===== src/rtl/riscv_pkg.sv =====
// Shared fetch-stage definitions: datapath width, reset vector and the
// {pc, instr} record carried from instruction fetch into decode.
package riscv_pkg;

  localparam int XLEN = 32;
  localparam logic [XLEN-1:0] RESET_PC = 32'h0000_0000;

  typedef struct packed {
    logic [XLEN-1:0] pc;
    logic [XLEN-1:0] instr;
  } fetch_entry_t;

endpackage


===== src/rtl/fetch_fifo.sv =====
// Small synchronous FIFO that buffers fetched instructions ahead of decode.
// Ports:
//   clk, resetN       - clock, asynchronous active-low reset
//   push, pushData    - write one entry (ignored when full)
//   pop               - remove the head entry (ignored when empty)
//   clear             - synchronous flush; wins over push and pop
//   head              - oldest entry, zero while the FIFO is empty
//   count             - number of stored entries (0..DEPTH)
module fetch_fifo #(
  parameter int DEPTH = 2,
  parameter int WIDTH = 64,
  localparam int AW = $clog2(DEPTH),
  localparam int CW = $clog2(DEPTH + 1)
) (
  input  logic             clk,
  input  logic             resetN,
  input  logic             push,
  input  logic [WIDTH-1:0] pushData,
  input  logic             pop,
  input  logic             clear,
  output logic [WIDTH-1:0] head,
  output logic [CW-1:0]    count
);

  localparam logic [CW-1:0] FULL = CW'(DEPTH);

  logic [WIDTH-1:0] mem [DEPTH];
  logic [AW-1:0]    rd_ptr;
  logic [AW-1:0]    wr_ptr;
  logic             do_push;
  logic             do_pop;

  // Qualify push/pop against the current fill level.
  always_comb begin
    do_push = push & (count < FULL);
    do_pop  = pop & (count != '0);
  end

  // Storage, pointers and fill count; pointers wrap naturally since DEPTH is a power of two.
  always_ff @(posedge clk or negedge resetN) begin
    if (!resetN) begin
      for (int i = 0; i < DEPTH; i++) begin
        mem[i] <= '0;
      end
      rd_ptr <= '0;
      wr_ptr <= '0;
      count  <= '0;
    end else if (clear) begin
      rd_ptr <= '0;
      wr_ptr <= '0;
      count  <= '0;
    end else begin
      if (do_push) begin
        mem[wr_ptr] <= pushData;
        wr_ptr      <= wr_ptr + AW'(1'b1);
      end
      if (do_pop) begin
        rd_ptr <= rd_ptr + AW'(1'b1);
      end
      case ({do_push, do_pop})
        2'b10:   count <= count + CW'(1'b1);
        2'b01:   count <= count - CW'(1'b1);
        default: count <= count;
      endcase
    end
  end

  // Head is forced to zero when empty so stale words never reach decode.
  always_comb begin
    if (count != '0) begin
      head = mem[rd_ptr];
    end else begin
      head = '0;
    end
  end

endmodule


===== src/rtl/fetch_unit.sv =====
// Instruction fetch stage: walks the PC, issues reads to a 1-cycle-latency
// synchronous instruction memory, buffers the returned words and presents
// {pc, instr} to decode over a valid/ready handshake. A redirect flushes
// the wrong-path stream and restarts fetch at the jump target.
// Ports:
//   clk, resetN                   - clock, asynchronous active-low reset
//   jumpEn, jumpTarget            - redirect request and target address
//   imemReq, imemAddr, imemData   - instruction memory read interface
//   instrValid, instrReady        - handshake towards decode
//   instrOut, pcOut               - instruction word and its address
module fetch_unit
  import riscv_pkg::*;
#(
  parameter int DEPTH = 2
) (
  input  logic            clk,
  input  logic            resetN,
  input  logic            jumpEn,
  input  logic [XLEN-1:0] jumpTarget,
  output logic            imemReq,
  output logic [XLEN-1:0] imemAddr,
  input  logic [XLEN-1:0] imemData,
  output logic            instrValid,
  input  logic            instrReady,
  output logic [XLEN-1:0] instrOut,
  output logic [XLEN-1:0] pcOut
);

  localparam int CW = $clog2(DEPTH + 1);
  localparam logic [CW:0] LIMIT = (CW + 1)'(DEPTH);

  logic [XLEN-1:0] pc;
  logic            inflight;
  logic [XLEN-1:0] inflight_pc;
  logic [CW-1:0]   count;
  logic [CW:0]     occupancy;
  logic            pop;
  logic            issue;
  logic            push;
  fetch_entry_t    push_data;
  fetch_entry_t    head;

  // Issue only when the buffer can still absorb this request's response,
  // counting the response already in flight and the entry leaving this cycle.
  // resetN gates the strobe so nothing is requested while held in reset.
  always_comb begin
    pop       = instrValid & instrReady;
    occupancy = {1'b0, count} + {{CW{1'b0}}, inflight} - {{CW{1'b0}}, pop};
    if (resetN && !jumpEn && (occupancy < LIMIT)) begin
      issue = 1'b1;
    end else begin
      issue = 1'b0;
    end
    push           = inflight & ~jumpEn;
    push_data.pc    = inflight_pc;
    push_data.instr = imemData;
  end

  assign imemReq    = issue;
  assign imemAddr   = pc;
  assign instrValid = (count != '0);
  assign instrOut   = head.instr;
  assign pcOut      = head.pc;

  // PC and in-flight tracking; a redirect drops any outstanding response.
  always_ff @(posedge clk or negedge resetN) begin
    if (!resetN) begin
      pc          <= RESET_PC;
      inflight    <= 1'b0;
      inflight_pc <= '0;
    end else if (jumpEn) begin
      pc       <= {jumpTarget[XLEN-1:2], 2'b00};
      inflight <= 1'b0;
    end else begin
      inflight <= issue;
      if (issue) begin
        pc          <= pc + XLEN'(3'd4);
        inflight_pc <= pc;
      end else begin
        pc          <= pc;
        inflight_pc <= inflight_pc;
      end
    end
  end

  fetch_fifo #(
    .DEPTH (DEPTH),
    .WIDTH ($bits(fetch_entry_t))
  ) u_fifo (
    .clk      (clk),
    .resetN   (resetN),
    .push     (push),
    .pushData (push_data),
    .pop      (pop),
    .clear    (jumpEn),
    .head     (head),
    .count    (count)
  );

endmodule


===== config.mk =====
export PLATFORM = sky130hd
export DESIGN_NAME = fetch_unit
export DESIGN_NICKNAME = d
export VERILOG_FILES = /design/src/rtl/riscv_pkg.sv /design/src/rtl/fetch_fifo.sv /design/src/rtl/fetch_unit.sv
export SDC_FILE = /design/constraint.sdc
export NUM_CORES = 1
export LEC_CHECK = 0
export ABC_CLOCK_PERIOD_IN_PS = 3800
export CORE_ASPECT_RATIO = 1.4
export CORE_MARGIN = 2
export CORE_UTILIZATION = 50
export DETAILED_ROUTE_END_ITERATION = 16
export DONT_BUFFER_PORTS = 1
export GPL_TIMING_DRIVEN = 0
export PLACE_DENSITY = 0.68
export SLEW_MARGIN = 20
export SYNTH_ARGS = -nofsm -noshare
export SYNTH_HDL_FRONTEND = slang
export SYNTH_SLANG_ARGS = --single-unit

===== constraint.sdc =====
create_clock -name clk -period 3.8 [get_ports clk]
set_clock_uncertainty 0.1 [all_clocks]
set_input_delay 0.38 -clock clk [delete_from_list [all_inputs] [get_ports clk]]
set_output_delay 0.38 -clock clk [all_outputs]
set_load 0.02 [all_outputs]

==> flow_summary.json <==
{
  "drtIter0Drc": 256,
  "postSynthAreaPerCell_um2": 12.5,
  "violations": "negative hold slack",
  "start_util": 0.505,
  "grt_remaining_overflow": 0,
  "total_power_mw": 6.20,
  "cp_num_buf_inv": 2,
  "max-clock-path-buffers": 2,
  "hold_buffers": 62,
  "crit_type": "reg -> out",
  "dp_hpwl_um": 13100,
  "ir_worst_vdd_mv": 0.398,
  "status": "finished with violations",
  "globalplace.congestion": 0.801,
  "worst_path_largest_cell_delay_ns": 0.41,
  "netlist_instances": 696,
  "row_count": 57,
  "grt_pass1_wl_um": 30700,
  "layout_min_cycle_time_ns": 3.53,
  "stdcell_area_mm2": 0.0102,
  "fp.dieW_um": 115,
  "synth_top_area_frac": 0.545,
  "path_cells": "clkbuf_2 -> nor2_4 -> nor2b_1 -> ha_1 -> nand2b_1 -> fa_1 -> xnor2_1 -> nand3_1 -> nor2_2 -> buf_4",
  "drc": 0,
  "multi_input_area_mm2": 0.00374,
  "p_leak_nw": 4.29,
  "insertion_delay_ns": 0.43,
  "clkTransAtPathRegs_ns": 0.06,
  "cts_tree": "yes",
  "end_kind": "primary output",
  "grt_max_degree": 193,
  "die_y_um": 160,
  "p_per_area_mw_per_mm2": 607,
  "post_drt_wl_per_cell_um": 18.5,
  "yosysTopAreaCell": "dfrtp_1",
  "synth_edf_count": 0,
  "setup_viol": 0,
  "num-nets-final": 852,
  "whs_ns": -0.453,
  "fin_ws_ns": 0.266,
  "slew_headroom": 0.407,
  "design.core.area_mm2": 0.0172,
  "hold_viol": 189,
  "fmax_mhz": 283,
  "ant_nets": 0,
  "num_antenna_cells": 0,
  "arrival_ns": 3.05,
  "cts_root_buffer": "clkbuf_16",
  "h-tree-depth": 4,
  "post-route-period-util": 0.930,
  "grt_use_total": 0.215,
  "yosysUniqueCellTypes": 36,
  "io_pins": 166,
  "critPathRequiredTime_ns": 3.32,
  "dpl_cell_area_mm2": 0.00899,
  "synth_most_common_cell": "dfrtp_1",
  "clkSinkCount": 189,
  "rsz0062_at_grt": "false",
  "numCtsBuffers": 17,
  "drv_slew": 0,
  "netlist_area_mm2": 0.00868,
  "worst_pin_slew_ns": 0.889,
  "synth_common_cells": "dfrtp_1 (189), mux2_2 (156), nor2_1 (72)",
  "ys.warnings.count": 0,
  "min_path_type": "in -> async",
  "drt_wl_total_um": 19000,
  "area_growth_pct": 17.7,
  "tns_ns": 0,
  "ys_seq_area_frac": 0.545,
  "ys_ff_latch": 189,
  "crit_slowest_cell": "fa_1",
  "post_drt_via_cell_ratio": 5.47,
  "seqCellArea_mm2": 0.00473,
  "num-fill-cells": 1393,
  "num_vias": 5629,
  "portBuffers": 0,
  "cap_violations": 0,
  "first_pass_iters": 4,
  "crit_fanout": 10,
  "dp_slack_ns": -0.637,
  "antenna_found_initial": 0,
  "ys_top_cells_by_area": "dfrtp_1 (54%), mux2_2 (20%), mux2i_1 (7.3%)",
  "synth_top_flop_cell": "dfrtp_1",
  "startpoint_type": "register",
  "layout-drive-gt1-share": 0.280,
  "dieArea_mm2": 0.0184,
  "postSynth.asyncResetShare": 1.00,
  "crit_family": "simple AND/OR/NAND/NOR gates",
  "grt_pass1_vias": 5937
}
## placed cells by master, fill, tap and decap left out, types with 3 or more instances in the layout
cell type,Yosys,routed
clkbuf_16,0,17
o21ai_1,9,9
clkinv_4,0,4
nor2_1,72,70
buf_2,16,15
nand2_1,35,35
xnor2_1,17,17
and3_1,7,7
xor2_1,16,16
nor4_2,6,6
clkbuf_1,22,23
inv_1,5,5
dfrtp_1,189,189
nand4_1,11,11
nor3_1,7,6
conb_1,1,4
buf_4,4,6
buf_1,4,4
a21oi_1,3,3
nand3_1,13,13
and4_1,3,3
dlygate4sd3_1,0,62
mux2_2,156,156
o21ai_0,21,21
mux2i_1,63,63
## worst paths after layout
path / cells past startpoint / slack (ns) / startpoint / endpoint
worst max-delay path: 10 / 0.27 / u_fifo.count[1]$_DFFE_PN0P_ / imemReq
worst min-delay path: 0 / -0.45 / resetN / u_fifo.mem[10]$_DFFE_PN0P_
worst max register to register: 11 / 0.38 / u_fifo.count[1]$_DFFE_PN0P_ / imemAddr[24]$_DFFE_PN0P_
worst min register to register: 1 / 0.40 / u_fifo.mem[11]$_DFFE_PN0P_ / u_fifo.mem[11]$_DFFE_PN0P_
max in group asynchronous: 0 / 3.75 / resetN / u_fifo.rd_ptr$_DFFE_PN0P_
min in group clk: 1 / 0.02 / imemData[14] / u_fifo.mem[78]$_DFFE_PN0P_
## final cells by class
| type | instances | area share |
|---|---|---|
| plain buffers | 47 | 0.0218 |
| clock buffers | 20 | 0.0437 |
| clock inverters | 12 | 0.0135 |
| inverters | 5 | 0.00184 |
| multi-input cells | 458 | 0.366 |
| flip-flops and latches | 189 | 0.463 |
| well taps | 236 | 0.0289 |
| repair buffers | 63 | 0.0615 |
## metal layers
| metal | up-vias | GRT usage | part of all wire |
|---|---|---|---|
| li1 | 2581 | - | - |
| met1 | 2865 | 0.261 | 0.41 |
| met2 | 153 | 0.360 | 0.51 |
| met3 | 30 | 0.0664 | 0.063 |
| met4 | 0 | 0.0739 | 0.022 |
| met5 | - | 0 | 0 |
## logic make-up after synthesis
group | after synthesis | share of synthesized area
compound gates | 33 | 0.0190
xor+xnor | 33 | 0.0333
other cells | 1 | 0.000432
buf+inv | 52 | 0.0274
simple gates | 166 | 0.0947
fa+ha+maj | 3 | 0.00519
mux | 219 | 0.275
flops | 189 | 0.545
## repair_timing
| item | in CTS | in global routing |
|---|---|---|
| pin swaps | 1 | 0 |
| setup buffers | 1 | 0 |
| endpoints found under the setup margin | 59 | 1 |
| gates resized for setup | 3 | 3 |
| hold endpoints to repair | 282 | 189 |
## stage by stage
step	hold slack, ns	cells	utilization
floorplan	-0.0156	699	-
global placement	-0.0108	935	0.523
detailed placement	-0.0110	935	0.523
CTS	-0.471	1030	0.594
global route	-0.483	1030	0.594
finish	-0.453	1030	0.594
## sequential cells by signal, summed over array words and instances, names as in the netlist
signal,flops
inflight,1
imemAddr,30
u_fifo.mem,124
u_fifo.count,2
u_fifo.wr_ptr,1
u_fifo.rd_ptr,1
inflight_pc,30
## where the power goes
part / internal [mW] / total, mW / switching, mW
Sequential: 2.69 / 3.13 / 0.442
Combinational: 0.743 / 1.31 / 0.572
Clock: 0.993 / 1.76 / 0.763
Total: 4.43 / 6.20 / 1.78
No activity file was read; power rests on OpenSTA's default activity.
